==> src/rtl/alu_cmd_encoder_pkg.sv <==
// Shared definitions for the ALU command-issue path: lane indices, ALU_FUN
// unit-select codes and FSM state encoding. Decoder_Unit uses the same codes.
package alu_cmd_encoder_pkg;

  localparam int NUM_LANES = 4;

  // Requestor lane indices; the ALU_FUN code of a command equals its lane index.
  localparam logic [1:0] LANE_ARITH = 2'd0;
  localparam logic [1:0] LANE_LOGIC = 2'd1;
  localparam logic [1:0] LANE_CMP   = 2'd2;
  localparam logic [1:0] LANE_SHIFT = 2'd3;

  // ALU_FUN unit-select codes as seen by the ALU front end.
  typedef enum logic [1:0] {
    FUN_ARITH = 2'b00,
    FUN_LOGIC = 2'b01,
    FUN_CMP   = 2'b10,
    FUN_SHIFT = 2'b11
  } alu_fun_e;

  // Command-holding FSM states.
  typedef enum logic {
    ST_IDLE = 1'b0,
    ST_HOLD = 1'b1
  } state_e;

  // One-hot lane mask for a binary lane index.
  function automatic logic [3:0] lane_onehot(input logic [1:0] idx);
    logic [3:0] mask;
    case (idx)
      2'd0:    mask = 4'b0001;
      2'd1:    mask = 4'b0010;
      2'd2:    mask = 4'b0100;
      2'd3:    mask = 4'b1000;
      default: mask = 4'b0000;
    endcase
    return mask;
  endfunction

endpackage

==> src/rtl/alu_cmd_encoder_rr_arbiter_4.sv <==
// Four-lane round-robin arbiter. Purely combinational: the search starts at
// lane (last_i + 1) mod 4 and proceeds upward with wrap, so the lane served
// most recently has the lowest priority on the next capture.
module rr_arbiter_4
  import alu_cmd_encoder_pkg::*;
(
  input  logic [3:0] req_i,
  input  logic [1:0] last_i,
  output logic [3:0] gnt_o,
  output logic [1:0] idx_o,
  output logic       any_o
);

  logic [1:0] cand_s;
  logic       found_s;

  // Rotating priority search: first asserted lane after the last winner.
  always_comb begin
    gnt_o   = 4'b0000;
    idx_o   = 2'b00;
    found_s = 1'b0;
    cand_s  = last_i;
    for (int k = 0; k < NUM_LANES; k++) begin
      cand_s = last_i + 2'(k + 1);
      if (!found_s && req_i[cand_s]) begin
        found_s = 1'b1;
        idx_o   = cand_s;
        gnt_o   = lane_onehot(cand_s);
      end else begin
        found_s = found_s;
      end
    end
    any_o = found_s;
  end

endmodule

==> src/rtl/alu_cmd_encoder.sv <==
// Command-issue side of the ALU function bus. Arbitrates four requestor lanes
// round-robin, encodes the winner into ALU_FUN plus a sub-op, and holds one
// registered command until the ALU accepts it with CMD_Ready.
module alu_cmd_encoder
  import alu_cmd_encoder_pkg::*;
#(
  parameter int OP_W  = 2,
  parameter int CNT_W = 8
) (
  input  logic                CLK,
  input  logic                RST,
  input  logic [3:0]          REQ,
  input  logic [4*OP_W-1:0]   OP_IN,
  output logic [3:0]          GNT,
  output logic [1:0]          ALU_FUN,
  output logic [OP_W-1:0]     ALU_OP,
  output logic                CMD_Valid,
  input  logic                CMD_Ready,
  output logic [CNT_W-1:0]    ISSUE_CNT
);

  // Registered state and its next-state values.
  state_e             state_q, state_d;
  logic [1:0]         last_q,  last_d;
  logic [3:0]         gnt_q,   gnt_d;
  logic [1:0]         fun_q,   fun_d;
  logic [OP_W-1:0]    op_q,    op_d;
  logic               valid_q, valid_d;
  logic [CNT_W-1:0]   cnt_q,   cnt_d;

  // Arbiter results and handshake qualifiers.
  logic [3:0]         arb_gnt_s;
  logic [1:0]         arb_idx_s;
  logic               arb_any_s;
  logic [OP_W-1:0]    op_sel_s;
  logic               accept_s;
  logic               capture_s;

  rr_arbiter_4 u_arb (
    .req_i  (REQ),
    .last_i (last_q),
    .gnt_o  (arb_gnt_s),
    .idx_o  (arb_idx_s),
    .any_o  (arb_any_s)
  );

  // Pick the sub-op belonging to the lane the arbiter would grant.
  always_comb begin
    op_sel_s = {OP_W{1'b0}};
    case (arb_idx_s)
      LANE_ARITH: op_sel_s = OP_IN[0*OP_W +: OP_W];
      LANE_LOGIC: op_sel_s = OP_IN[1*OP_W +: OP_W];
      LANE_CMP:   op_sel_s = OP_IN[2*OP_W +: OP_W];
      LANE_SHIFT: op_sel_s = OP_IN[3*OP_W +: OP_W];
      default:    op_sel_s = {OP_W{1'b0}};
    endcase
  end

  // FSM next state: capture in IDLE on any request, or in HOLD on the accept
  // edge (back-to-back issue); otherwise hold the command under backpressure.
  always_comb begin
    state_d   = state_q;
    last_d    = last_q;
    gnt_d     = 4'b0000;
    fun_d     = fun_q;
    op_d      = op_q;
    valid_d   = valid_q;
    accept_s  = 1'b0;
    capture_s = 1'b0;

    case (state_q)
      ST_IDLE: begin
        valid_d = 1'b0;
        if (arb_any_s) begin
          capture_s = 1'b1;
        end else begin
          state_d = ST_IDLE;
        end
      end
      ST_HOLD: begin
        if (CMD_Ready) begin
          accept_s = 1'b1;
          if (arb_any_s) begin
            capture_s = 1'b1;
          end else begin
            state_d = ST_IDLE;
            valid_d = 1'b0;
          end
        end else begin
          // Backpressure: command, pointer and requests all frozen.
          state_d = ST_HOLD;
        end
      end
      default: begin
        state_d = ST_IDLE;
        valid_d = 1'b0;
      end
    endcase

    if (capture_s) begin
      state_d = ST_HOLD;
      valid_d = 1'b1;
      gnt_d   = arb_gnt_s;
      fun_d   = arb_idx_s;
      op_d    = op_sel_s;
      last_d  = arb_idx_s;
    end else begin
      gnt_d = 4'b0000;
    end
  end

  // Issued-command counter: one step per accepted command, wraps silently.
  always_comb begin
    if (accept_s) begin
      cnt_d = cnt_q + {{(CNT_W-1){1'b0}}, 1'b1};
    end else begin
      cnt_d = cnt_q;
    end
  end

  // State and output registers; reset drops any held command immediately.
  always_ff @(posedge CLK or posedge RST) begin
    if (RST) begin
      state_q <= ST_IDLE;
      last_q  <= LANE_SHIFT;
      gnt_q   <= 4'b0000;
      fun_q   <= FUN_ARITH;
      op_q    <= {OP_W{1'b0}};
      valid_q <= 1'b0;
      cnt_q   <= {CNT_W{1'b0}};
    end else begin
      state_q <= state_d;
      last_q  <= last_d;
      gnt_q   <= gnt_d;
      fun_q   <= fun_d;
      op_q    <= op_d;
      valid_q <= valid_d;
      cnt_q   <= cnt_d;
    end
  end

  assign GNT       = gnt_q;
  assign ALU_FUN   = fun_q;
  assign ALU_OP    = op_q;
  assign CMD_Valid = valid_q;
  assign ISSUE_CNT = cnt_q;

endmodule

==> config.mk <==
export PLATFORM = sky130hd
export DESIGN_NAME = alu_cmd_encoder
export DESIGN_NICKNAME = d
export VERILOG_FILES = /design/src/rtl/alu_cmd_encoder_pkg.sv /design/src/rtl/alu_cmd_encoder_rr_arbiter_4.sv /design/src/rtl/alu_cmd_encoder.sv
export SDC_FILE = /design/constraint.sdc
export NUM_CORES = 1
export LEC_CHECK = 0
export CAP_MARGIN = 20
export CORE_ASPECT_RATIO = 1.5
export CORE_MARGIN = 1
export CORE_UTILIZATION = 45
export CTS_CLUSTER_DIAMETER = 120
export DETAILED_ROUTE_END_ITERATION = 6
export PLACE_DENSITY = 0.79
export SLEW_MARGIN = 40
export SYNTH_ARGS = -nofsm -noshare
export SYNTH_HDL_FRONTEND = slang
export SYNTH_SLANG_ARGS = --single-unit
==> constraint.sdc <==
create_clock -name CLK -period 3.25 [get_ports CLK]
set_clock_uncertainty 0.15 [all_clocks]
set_input_delay 0.65 -clock CLK [delete_from_list [all_inputs] [get_ports CLK]]
set_output_delay 0.65 -clock CLK [all_outputs]
set_load 0.1 [all_outputs]
## Word level (Yosys, flattened, before mapping)

Cells that the tools add are included.

- Register bits after elaboration: 20
- Bits of input ports: 15
- Output and inout bits: 17
- Logic and storage cells: 83

- Add/sub/neg operators: 4
- Order comparisons: 4
- Eq/ne operators: 17
- Muxes and demuxes: 38
- Bitwise logic cells: 1
- Reduce and logical (&&, ||, !) cells: 12

Operators with widths:

| cell | number |
|---|---|
| 4-bit case mux with 4 select lines | 4 |
| 2-bit == test (second input constant) | 10 |
| 4-bit two-way mux | 5 |
| 1-bit two-way mux | 17 |
| 2-bit by 3-bit < comparator with 1-bit output (second input constant) | 4 |
| 2-bit by 1-bit == test with 1-bit output (second input constant) | 5 |
| 2-bit zero test | 5 |
| 8-bit by 1-bit adder with 8-bit output (second input constant) | 1 |
| 1-bit binary-select mux with 2-bit select | 4 |
| 2-bit two-way mux | 4 |
| 2-bit case mux with 4 select lines | 1 |
| 3-bit by 2-bit != test with 1-bit output (second input constant) | 2 |
| 1-bit case mux with 2 select lines | 3 |
| 2-bit adder (second input constant) | 2 |
| 1-bit logical AND | 3 |
| 1-bit zero test | 3 |
| 2-bit by 1-bit adder with 2-bit output (second input constant) | 1 |
| 2-bit AND reduction | 1 |
| 1-bit NOT | 1 |

## Logic depth before layout (Yosys ltp)

Gate-level depths: netlist of the first run.

- Word-level depth: 18
- Mapped depth: 10
- Mapped depth without buffers: 8

## Hierarchy

Synthesis of the first run repeated with hierarchy kept, for this count alone.

- Cells, all modules: 121
- Area total of the unflattened synthesis: 1326.3 sq um

Modules (own cells, without submodules):

| module | times used | cells each | area an instance (sq um) | sequential area each (sq um) |
|---|---|---|---|---|
| alu_cmd_encoder | 1 | 59 | 808.3 | 503.0 |
| rr_arbiter_4 | 1 | 62 | 518.0 | 0.0 |

## Worst setup path after synthesis of the first run

Ideal clock, no wire load.

- Path kind: register to register
- Start point: register last_q[0]
- End point: register op_q[0], in the netlist ALU_OP[0]
- Library setup time: 80 ps
- Arrival: 2778 ps
- Required time: 3020 ps
- Slack: 242 ps
- Cell stages (with the launch flop): 11
- Buffers on the path: 3
- Clock period less this slack: 3008 ps
- Cells stage by stage: dfstp_2 > buf_6 > clkinv_1 > ha_1 > buf_2 > mux4_2 > or3_4 > o21ai_4 > buf_6 > nand2_1 > o211ai_2

- Longest elaborated chain between the ends: 16
- Elaborated cells on any way between the ends: 33
- Classes of those cells: 3 x add/sub; 3 x eq/ne; 20 x mux; 7 x reduce/logical

RTL lines:

| what | line | text |
|---|---|---|
| from (decl) | alu_cmd_encoder.sv:24 | `logic [1:0] last_q, last_d;` |
| from (signal assigned) | alu_cmd_encoder.sv:133 | `last_q <= last_d;` |
| 2-bit by 1-bit adder with 2-bit output | alu_cmd_encoder_rr_arbiter_4.sv:24 | `cand_s = last_i + 2'(k + 1);` |
| 1-bit binary-select mux with 2-bit select | alu_cmd_encoder_rr_arbiter_4.sv:25 | `if (!found_s && req_i[cand_s]) begin` |
| 1-bit two-way mux (implied by the code) | alu_cmd_encoder_rr_arbiter_4.sv:25 |  |
| 1-bit two-way mux | alu_cmd_encoder_rr_arbiter_4.sv:25 |  |
| 1-bit zero test | alu_cmd_encoder_rr_arbiter_4.sv:25 |  |
| 1-bit logical AND | alu_cmd_encoder_rr_arbiter_4.sv:25 |  |
| 1-bit two-way mux | alu_cmd_encoder_rr_arbiter_4.sv:25 |  |
| 1-bit zero test | alu_cmd_encoder_rr_arbiter_4.sv:25 |  |
| 1-bit logical AND | alu_cmd_encoder_rr_arbiter_4.sv:25 |  |
| 1-bit two-way mux | alu_cmd_encoder_rr_arbiter_4.sv:25 |  |
| 1-bit zero test | alu_cmd_encoder_rr_arbiter_4.sv:25 |  |
| 1-bit logical AND | alu_cmd_encoder_rr_arbiter_4.sv:25 |  |
| 1-bit two-way mux | alu_cmd_encoder_rr_arbiter_4.sv:25 |  |
| 1-bit two-way mux | alu_cmd_encoder.sv:74, alu_cmd_encoder.sv:83 |  |
| 1-bit two-way mux | alu_cmd_encoder.sv:81 | `if (CMD_Ready) begin` |
| 1-bit case mux with 2 select lines | alu_cmd_encoder.sv:71 | `case (state_q)` |
| to (signal assigned) | alu_cmd_encoder.sv:128 | `op_q <= {OP_W{1'b0}};` |
| to (signal assigned) | alu_cmd_encoder.sv:136 | `op_q <= op_d;` |
| to (decl) | alu_cmd_encoder.sv:27 | `logic [OP_W-1:0] op_q, op_d;` |

Parallel ways exist; a longest one is shown, timed or not. The select of a mux whose other input is x is not followed.
A chain may end at the register's enable or synchronous reset.

## Worst setup path after layout of the first run

- Start point: register last_q[0]
- End point: register fun_q[0], in the netlist ALU_FUN[0]

- Longest elaborated chain between the ends: 16
- Elaborated cells on any way between the ends: 28
- Classes of those cells: 3 x add/sub; 19 x mux; 6 x reduce/logical

RTL lines:

| what | line | text |
|---|---|---|
| 2-bit by 1-bit adder with 2-bit output | alu_cmd_encoder_rr_arbiter_4.sv:24 |  |
| 1-bit binary-select mux with 2-bit select | alu_cmd_encoder_rr_arbiter_4.sv:25 |  |
| 1-bit two-way mux (implied by the code) | alu_cmd_encoder_rr_arbiter_4.sv:25 |  |
| 1-bit two-way mux | alu_cmd_encoder_rr_arbiter_4.sv:25 |  |
| 1-bit zero test | alu_cmd_encoder_rr_arbiter_4.sv:25 |  |
| 1-bit logical AND | alu_cmd_encoder_rr_arbiter_4.sv:25 |  |
| 1-bit two-way mux | alu_cmd_encoder_rr_arbiter_4.sv:25 |  |
| 1-bit zero test | alu_cmd_encoder_rr_arbiter_4.sv:25 |  |
| 1-bit logical AND | alu_cmd_encoder_rr_arbiter_4.sv:25 |  |
| 1-bit two-way mux | alu_cmd_encoder_rr_arbiter_4.sv:25 |  |
| 1-bit zero test | alu_cmd_encoder_rr_arbiter_4.sv:25 |  |
| 1-bit logical AND | alu_cmd_encoder_rr_arbiter_4.sv:25 |  |
| 1-bit two-way mux | alu_cmd_encoder_rr_arbiter_4.sv:25 |  |
| 1-bit two-way mux | alu_cmd_encoder.sv:74, alu_cmd_encoder.sv:83 |  |
| 1-bit two-way mux | alu_cmd_encoder.sv:81 |  |
| 1-bit case mux with 2 select lines | alu_cmd_encoder.sv:71 |  |
| to (signal assigned) | alu_cmd_encoder.sv:135 | `fun_q <= fun_d;` |
| to (decl) | alu_cmd_encoder.sv:26 | `logic [1:0] fun_q, fun_d;` |

Parallel ways exist; a longest one is shown, timed or not. The select of a mux whose other input is x is not followed.

==> results of run 1 <==
## final timing paths
check,startpoint,to
max reg2reg,last_q[0]$_DFFE_PP1P_,ALU_FUN[0]$_DFFE_PP0P_
max in group asynchronous,RST,ISSUE_CNT[4]$_DFFE_PP0P_
min reg2reg,ISSUE_CNT[7]$_DFFE_PP0P_,ISSUE_CNT[7]$_DFFE_PP0P_
min in group asynchronous,RST,CMD_Valid$_DFFE_PP0P_
min,ISSUE_CNT[7]$_DFFE_PP0P_,ISSUE_CNT[7]$_DFFE_PP0P_
max,last_q[0]$_DFFE_PP1P_,ALU_FUN[0]$_DFFE_PP0P_
## stage by stage
step                worst slack (ns)  instance area [µm²]  hold WS (ns)  util [%]
floorplan                      0.242                 1440         0.399         -
global placement               0.276                 1750         0.313      58.8
detailed placement             0.189                 1750         0.317      58.8
CTS                            0.435                 1790         0.330      60.1
global route                   0.284                 1790         0.373      60.1
finish                         0.447                 1790         0.325      60.1
## cells in the mapped netlist (all sizes together), types with 2 or more instances
master / number
nand3: 2
o21a: 2
xor2: 3
nand3b: 2
ha: 9
nor3: 3
mux2i: 7
a31oi: 4
buf: 6
mux4: 3
a21oi: 5
nor2: 5
inv: 5
nor2b: 3
a22o: 4
dfrtp: 18
o21ai: 7
xnor2: 4
nor3b: 3
and4: 2
nand4: 4
nand2: 17
clkbuf: 2
dfstp: 2
a21o: 3
mux2: 2
o211ai: 4
## state kept, by name, summed over array words and instances (netlist names)
signal,count
ALU_FUN,2
ALU_OP,2
CMD_Valid,1
GNT,4
ISSUE_CNT,8
last_q,2
state_q,1
## worst register-to-register path: stages (launching register included)
cell and delay [ns]:
dfstp_2 0.54, clkinv_1 0.09, ha_1 0.49, mux4_2 0.40
or3_4 0.44, o21ai_4 0.26, buf_4 0.19, nor2_1 0.06
a21oi_1 0.12
## kinds of logic after synthesis
logic type / after synthesis / synth area share [%]
AOI/OAI and AO/OA: 33 / 17.7
xor gates and xnor gates: 7 / 4.26
DFF: 20 / 34.9
adders and majority gates: 9 / 7.82
and+or+nand+nor: 47 / 18.2
muxes: 12 / 11.1
buffers and inverters: 14 / 5.91
## final cells by class
class                           instances  area, µm²
Clock buffer                            3       41.3
Fill cell                             256       1180
Inverter                                6       22.5
Multi-Input combinational cell        108        852
Sequential cell                        20        503
Tap cell                               39       48.8
Timing Repair Buffer                   38        320
## per-layer routing
metal / share of wire (%) / wire length [µm]
met2: 58 / 1730
met4: 1.7 / 52
met5: 0 / 0
met1: 37 / 1120
met3: 3.4 / 102
==> out/results.ini, run 1 <==
[logic_synthesis]
synth_seq_cells = 20
synth_area_leader_cell = dfrtp_1
ys.flop_type = dfrtp_1
yosysWarnings = 0
async_reset_ff_share_pct = 100
synthCells = 142
synthDistinctLibCells = 44
synth_edf_count = 0
yosys-top-cells-area = dfrtp_1 31%, ha_1 7.8%, mux2i_1 4.9%
synth.net_count = 166
syn-cell-area_mm2 = 0.00144
syn_area_per_cell_um2 = 10.1
seq_area_frac_synth_pct = 34.9
synth_top_area_share_pct = 31.3

[global_routing]
use_met1_pct = 20.7
grt_pass1_vias = 1193
grt_overflow_total = 0
grt_busiest_layer = met2
grt_use_met3_pct = 0.756
met2_usage_pct = 36.0
grt_pass1_wl_um = 4970
antenna_found_initial = 0
grt_max_degree = 21
grt_usage_pct = 19.1

[critical_path]
path_cells = clkinv_1 > ha_1 > mux4_2 > or3_4 > o21ai_4 > buf_4 > nor2_1 > a21oi_1
cp-start-kind = register
cp_num_cells = 8
critPathTopFamily = flip-flops
cp.required_ns = 3.27
slowest_delay_ns = 0.54
cp-end-kind = register
critPathKind = reg2reg
cp_num_buf_inv = 2
ff2ff_path_depth = 8
worstPathMaxFanout = 10
cp.arrival_ns = 2.82
slowest_stage = dfstp_2
r2r_slack_ns = 0.45

[place]
port_buffers = 31
dp_hpwl_um = 2500
gp_congestion = 0.792
dp_cells = 211

[final_layout]
stdcell_count = 214
mostFrequentLayoutCell = buf_4
nets = 201
layout-drive-gt1-share_pct = 25.1
final_cell_mix = 24 x buf_4, 18 x dfrtp_1, 17 x nand2_1
n_antenna_cell = 0
area_growth_pct = 24.2

[detailed_routing]
vias_per_cell = 5.64
ant_nets = 0
drtPass1Iterations = 4
vias = 1206
wl_um = 3000
route.detailed.drc = 0
drt-initial-drc-count = 29
wire_per_inst_um = 14.0

[hold_path]
whs_path_depth = 1
hp-class = reg2reg

[sta]
period_share_pct = 86.3
period_minus_slack_ns = 2.80
finalMaxSlewViolations = 0
relSlewSlack_pct = 52.0
hold_viol = 0
worstMarginPinSlew_ns = 0.719
setup_violations = 0
fin_tns_setup_ns = 0
fmax_mhz = 357
rsz0062_at_grt = false

[clock_tree]
cts_root_buf = clkbuf_8
clock_latency_ns = 0.24
htree_levels = 1
cts_resized = 0
clk_path_buf_depth = 2
clk_pin_slew_ns = 0.06
cts_tree = done
numCtsBuffers = 3
cts_sinks = 20
postCtsSetupRepairBufs = 0
postCtsHoldBufs = 0

[die]
rows = 24
die_w_um = 48.2
initial_core_util_pct = 48.4
die-area_mm2 = 0.00344
io_pins = 32
dieHeight_um = 71.3
core-area_mm2 = 0.00297

[outcome]
status = complete, no violations

[flow_run]
drv_cap = 0

Power of run 1 is not shown: default switching activity piles up to over one toggle a cycle in this logic, so the estimate is an artifact.
==> inputs of run 2 (changes only) <==
--- a/config.mk
+++ b/config.mk
@@ -11,7 +11,7 @@
 export CORE_UTILIZATION = 45
 export CTS_CLUSTER_DIAMETER = 120
 export DETAILED_ROUTE_END_ITERATION = 6
-export PLACE_DENSITY = 0.79
+export PLACE_DENSITY = 0.83
 export SLEW_MARGIN = 40
 export SYNTH_ARGS = -nofsm -noshare
 export SYNTH_HDL_FRONTEND = slang
==> run 2 against run 1 <==
  * Global-route usage is 0.83 points lower
  * Non-clock buffer count is the same
  * Highest routed layer unchanged
  * Via count shrank 0.33%
  * Utilization up 0.13 points
  * Cell area up 0.21%
  * Critical path depth down 1
  * Setup slack improved by 0.0040 ns
  * Fmax up 0.14%
==> out/results.ini, run 2 (same netlist as run 1, synthesis figures left out) <==
[outcome]
status = complete, no violations  ; unchanged

[global_routing]
grt_pass1_vias = 1203  ; was 1193
grt_usage_pct = 18.3  ; was 19.1%
grt_max_degree = 21  ; unchanged
antenna_found_initial = 0  ; unchanged
grt_pass1_wl_um = 4810  ; was 4970 µm
grt_overflow_total = 0  ; unchanged

[final_layout]
mostFrequentLayoutCell = buf_4  ; unchanged
fillCellCount = 241  ; was 256
layout-drive-gt1-share_pct = 25.0  ; was 25.1%
largest_register_ffs = 8  ; unchanged
n_antenna_cell = 0  ; unchanged
nets = 201  ; unchanged
final_cell_mix = 24 x buf_4, 18 x dfrtp_1, 17 x nand2_1  ; unchanged
ff_latch_area_um2 = 503  ; unchanged
multiInputGateArea_um2 = 852  ; unchanged
area_growth_pct = 24.4  ; was 24.2%

[critical_path]
worstPathMaxFanout = 10  ; unchanged
cp.arrival_ns = 2.82  ; about the same
slowest_delay_ns = 0.60  ; was 0.54 ns
path_cells = clkdlybuf4s50_1 > mux4_2 > or3_4 > o21ai_4 > buf_4 > nor2_1 > a21oi_1  ; was clkinv_1 > ha_1 > mux4_2 > or3_4 > o21ai_4 > buf_4 > nor2_1 > a21oi_1
cp_num_buf_inv = 2  ; unchanged
r2r_slack_ns = 0.46  ; was 0.45 ns
critPathTopFamily = buffers and inverters  ; was flip-flops
slowest_stage = mux4_2  ; was dfstp_2
ff2ff_path_depth = 8  ; unchanged
cp-end-kind = register  ; unchanged
timing.rr.end = last_q[0]$_DFFE_PP1P_  ; was ALU_FUN[0]$_DFFE_PP0P_
cp.required_ns = 3.27  ; about the same
critPathKind = in2reg  ; was reg2reg
timing.rr.start = last_q[0]$_DFFE_PP1P_  ; unchanged
cp-start-kind = input port  ; was register

[clock_tree]
cts_resized = 0  ; unchanged
postCtsHoldBufs = 0  ; unchanged
postCtsSetupRepairBufs = 0  ; unchanged
clock_latency_ns = 0.25  ; was 0.24 ns
clk_path_buf_depth = 2  ; unchanged
cts_root_buf = clkbuf_8  ; unchanged
htree_levels = 1  ; unchanged
cts_sinks = 20  ; unchanged
clk_pin_slew_ns = 0.07  ; was 0.06 ns
numCtsBuffers = 3  ; unchanged
cts_tree = done  ; unchanged

[sta]
fin_tns_setup_ns = 0  ; unchanged
setup_violations = 0  ; unchanged
rsz0062_at_grt = false  ; unchanged
worstMarginPinSlew_ns = 0.673  ; was 0.719 ns
period_minus_slack_ns = 2.80  ; about the same
finalMaxSlewViolations = 0  ; unchanged
fmax_mhz = 357  ; about the same
period_share_pct = 86.1  ; was 86.3%
relSlewSlack_pct = 54.9  ; was 52.0%
hold_viol = 0  ; unchanged

[place]
port_buffers = 31  ; unchanged
gp_congestion = 0.837  ; was 0.792
dp_hpwl_um = 2390  ; was 2500 µm

[hold_path]
hp-class = reg2reg  ; unchanged
hp-start = ISSUE_CNT[7]$_DFFE_PP0P_  ; unchanged
whs_path_depth = 1  ; unchanged
min_to = ISSUE_CNT[7]$_DFFE_PP0P_  ; unchanged

[detailed_routing]
route.detailed.drc = 0  ; unchanged
drtPass1Iterations = 4  ; unchanged
wl_um = 2940  ; was 3000 µm
vias = 1202  ; was 1206
vias_per_cell = 5.59  ; was 5.64
drt-initial-drc-count = 23  ; was 29
wire_per_inst_um = 13.7  ; was 14.0 µm
ant_nets = 0  ; unchanged

[die]
initial_core_util_pct = 48.4  ; unchanged
rows = 24  ; unchanged
io_pins = 32  ; unchanged
die_w_um = 48.2  ; unchanged
core-area_mm2 = 0.00297  ; unchanged
dieHeight_um = 71.3  ; unchanged
die-area_mm2 = 0.00344  ; unchanged

[flow_run]
drv_cap = 0  ; unchanged

-- run 2: worst reg2reg max path, stage by stage (launching register included) --
cell	delay, ns
dfstp_2	0.54
clkinv_1	0.08
ha_1	0.50
mux4_2	0.40
or3_4	0.43
o21ai_4	0.25
buf_4	0.19
nor2_1	0.06
a21oi_1	0.13
-- run 2: metal layers --
metal	wire, µm	GRT usage, %
met5	0	0
met4	4	4.32
met3	86	2.02
met2	1700	35.0
met1	1150	19.6
-- run 2: layout make-up --
class / count / share of cell area [%]
multi-input combinational: 108 / 47.6
timing repair buffer: 38 / 17.9
clock buffer: 4 / 2.51
inverter: 6 / 1.26
sequential: 20 / 28.1
tap: 39 / 2.72
-- run 2: worst max-delay path by stage --
| stage | from | endpoint | slack [ns] | cells past startpoint |
|---|---|---|---|---|
| after floorplan | last_q[0]$_DFFE_PP1P_ | ALU_OP[0]$_DFFE_PP0P_ | 0.24 | 10 |
| after global placement | REQ[2] | ALU_OP[0]$_DFFE_PP0P_ | 0.28 | 7 |
| after detailed placement | REQ[2] | last_q[0]$_DFFE_PP1P_ | 0.19 | 7 |
| after CTS | REQ[2] | last_q[0]$_DFFE_PP1P_ | 0.46 | 7 |
| after global routing | last_q[0]$_DFFE_PP1P_ | last_q[0]$_DFFE_PP1P_ | 0.32 | 8 |
| final | REQ[2] | last_q[0]$_DFFE_PP1P_ | 0.45 | 7 |
-- run 2: metrics by stage --
stage | cell area, µm² | std cells | util (%) | hold slack, ns | setup slack, ns
floorplan | 1440 | 142 | - | 0.399 | 0.242
global placement | 1750 | 211 | 58.8 | 0.314 | 0.278
detailed placement | 1750 | 211 | 58.8 | 0.327 | 0.189
CTS | 1790 | 215 | 60.3 | 0.340 | 0.460
global route | 1790 | 215 | 60.3 | 0.382 | 0.320
finish | 1790 | 215 | 60.3 | 0.331 | 0.451
Power of run 2 is left out for the same reason.
==> inputs of run 3 (changes only) <==
--- a/config.mk
+++ b/config.mk
@@ -9,6 +9,7 @@
 export CORE_ASPECT_RATIO = 1.5
 export CORE_MARGIN = 1
 export CORE_UTILIZATION = 45
+export CTS_BUF_LIST = sky130_fd_sc_hd__clkbuf_16
 export CTS_CLUSTER_DIAMETER = 120
 export DETAILED_ROUTE_END_ITERATION = 6
 export PLACE_DENSITY = 0.83
==> run 3 against run 2 <==
  * Via count is 0.50% higher
  * Highest routed layer unchanged
  * Critical path depth stayed put
  * Wire length grew 2.8%
==> out/results.ini, run 3 (same netlist as run 1, synthesis figures left out) <==
[final_layout]
fillCellCount = 235  ; was 241
area_growth_pct = 26.8  ; was 24.4%
layout-drive-gt1-share_pct = 25.0  ; unchanged
largest_register_ffs = 8  ; unchanged
ff_latch_area_um2 = 503  ; unchanged
final_cell_mix = 24 x buf_4, 18 x dfrtp_1, 17 x nand2_1  ; unchanged
n_antenna_cell = 0  ; unchanged
multiInputGateArea_um2 = 852  ; unchanged
postLayoutCellArea_mm2 = 0.00183  ; was 0.00179 mm²
nets = 201  ; unchanged
mostFrequentLayoutCell = buf_4  ; unchanged

[clock_tree]
cts_tree = done  ; unchanged
clk_pin_slew_ns = 0.05  ; was 0.07 ns
postCtsHoldBufs = 0  ; unchanged
clk_path_buf_depth = 2  ; unchanged
clock_latency_ns = 0.25  ; about the same
htree_levels = 1  ; unchanged
cts_sinks = 20  ; unchanged
numCtsBuffers = 3  ; unchanged
postCtsSetupRepairBufs = 0  ; unchanged
cts_root_buf = clkbuf_16  ; was clkbuf_8
cts_resized = 0  ; unchanged

[critical_path]
r2r_slack_ns = 0.47  ; was 0.46 ns
cp.required_ns = 3.27  ; about the same
slowest_delay_ns = 0.60  ; about the same
worstPathMaxFanout = 10  ; unchanged
cp.arrival_ns = 2.83  ; was 2.82 ns
timing.rr.start = last_q[0]$_DFFE_PP1P_  ; unchanged
cp-start-kind = input port  ; unchanged
cp-end-kind = register  ; unchanged
path_cells = clkdlybuf4s50_1 > mux4_2 > or3_4 > o21ai_4 > buf_4 > nor2_1 > a21oi_1  ; unchanged
slowest_stage = mux4_2  ; unchanged
critPathKind = in2reg  ; unchanged
ff2ff_path_depth = 8  ; unchanged
timing.rr.end = last_q[0]$_DFFE_PP1P_  ; unchanged

[sta]
fmax_mhz = 357  ; about the same
fin_tns_setup_ns = 0  ; unchanged
period_share_pct = 86.2  ; was 86.1%
hold_viol = 0  ; unchanged
worstMarginPinSlew_ns = 0.665  ; was 0.673 ns
relSlewSlack_pct = 55.4  ; was 54.9%
rsz0062_at_grt = false  ; unchanged
worst_slack_ns = 0.450  ; was 0.451 ns
setup_violations = 0  ; unchanged
finalMaxSlewViolations = 0  ; unchanged
period_minus_slack_ns = 2.80  ; about the same

[die]
initial_core_util_pct = 48.4  ; unchanged
die-area_mm2 = 0.00344  ; unchanged
dieHeight_um = 71.3  ; unchanged
io_pins = 32  ; unchanged
rows = 24  ; unchanged
core-area_mm2 = 0.00297  ; unchanged
die_w_um = 48.2  ; unchanged

[hold_path]
min_to = ISSUE_CNT[7]$_DFFE_PP0P_  ; unchanged
hp-class = reg2reg  ; unchanged
hp-start = ISSUE_CNT[7]$_DFFE_PP0P_  ; unchanged
whs_path_depth = 1  ; unchanged

[place]
gp_congestion = 0.837  ; unchanged
placed_area_mm2 = 0.00175  ; unchanged
port_buffers = 31  ; unchanged
dp_hpwl_um = 2390  ; unchanged
pre_cts_ws_ns = 0.189  ; unchanged

[global_routing]
grt_pass1_wl_um = 5000  ; was 4810 µm
grt_usage_pct = 19.5  ; was 18.3%
grt_pass1_vias = 1256  ; was 1203
grt_overflow_total = 0  ; unchanged
grt_max_degree = 21  ; unchanged
antenna_found_initial = 0  ; unchanged

[flow_run]
drv_cap = 0  ; unchanged

[detailed_routing]
wl_um = 3020  ; was 2940 µm
vias = 1208  ; was 1202
vias_per_cell = 5.62  ; was 5.59
wire_per_inst_um = 14.0  ; was 13.7 µm
drt-initial-drc-count = 38  ; was 23
drtPass1Iterations = 4  ; unchanged
route.detailed.drc = 0  ; unchanged
ant_nets = 0  ; unchanged

[outcome]
status = complete, no violations  ; unchanged

## run 3: worst max-delay path by stage
stage | from | to | slack, ns | cells past startpoint
after floorplan | last_q[0]$_DFFE_PP1P_ | ALU_OP[0]$_DFFE_PP0P_ | 0.24 | 10
after global placement | REQ[2] | ALU_OP[0]$_DFFE_PP0P_ | 0.28 | 7
after detailed placement | REQ[2] | last_q[0]$_DFFE_PP1P_ | 0.19 | 7
after CTS | REQ[2] | last_q[0]$_DFFE_PP1P_ | 0.46 | 7
after global routing | last_q[0]$_DFFE_PP1P_ | last_q[0]$_DFFE_PP1P_ | 0.32 | 8
final | REQ[2] | last_q[0]$_DFFE_PP1P_ | 0.45 | 7
## run 3: critical path: cells and delay by family
family | cells | cell delay [ns]
and+or+nand+nor | 2 | 0.45
AOI/OAI and AO/OA | 2 | 0.38
buffers and inverters | 2 | 0.75
muxes | 1 | 0.60
## run 3: metrics by stage
| step | hold WS, ns | utilization (%) | std cells |
|---|---|---|---|
| 5_1_grt | 0.379 | 61.4 | 215 |
| 3_3_place_gp | 0.314 | 58.8 | 211 |
| 6_report | 0.331 | 61.4 | 215 |
| 3_5_place_dp | 0.327 | 58.8 | 211 |
| 2_1_floorplan | 0.399 | - | 142 |
| 4_1_cts | 0.338 | 61.4 | 215 |
## run 3: area by class of cell
class                      count  share of cell area [%]
sequential                    20                    27.6
inverter                       6                    1.23
tap                           39                    2.67
timing repair buffer          38                    17.5
clock inverter                 1                   0.206
clock buffer                   3                    4.11
multi-input combinational    108                    46.7
## run 3: layer usage
layer | vias to the layer above | GRT usage [%] | share of wire, %
met4 | 0 | 7.10 | 1.0
met3 | 4 | 2.02 | 2.9
met5 | - | 0 | 0
met2 | 30 | 36.9 | 58
met1 | 596 | 20.0 | 38
li1 | 578 | - | -
Power of run 3 is left out for the same reason.
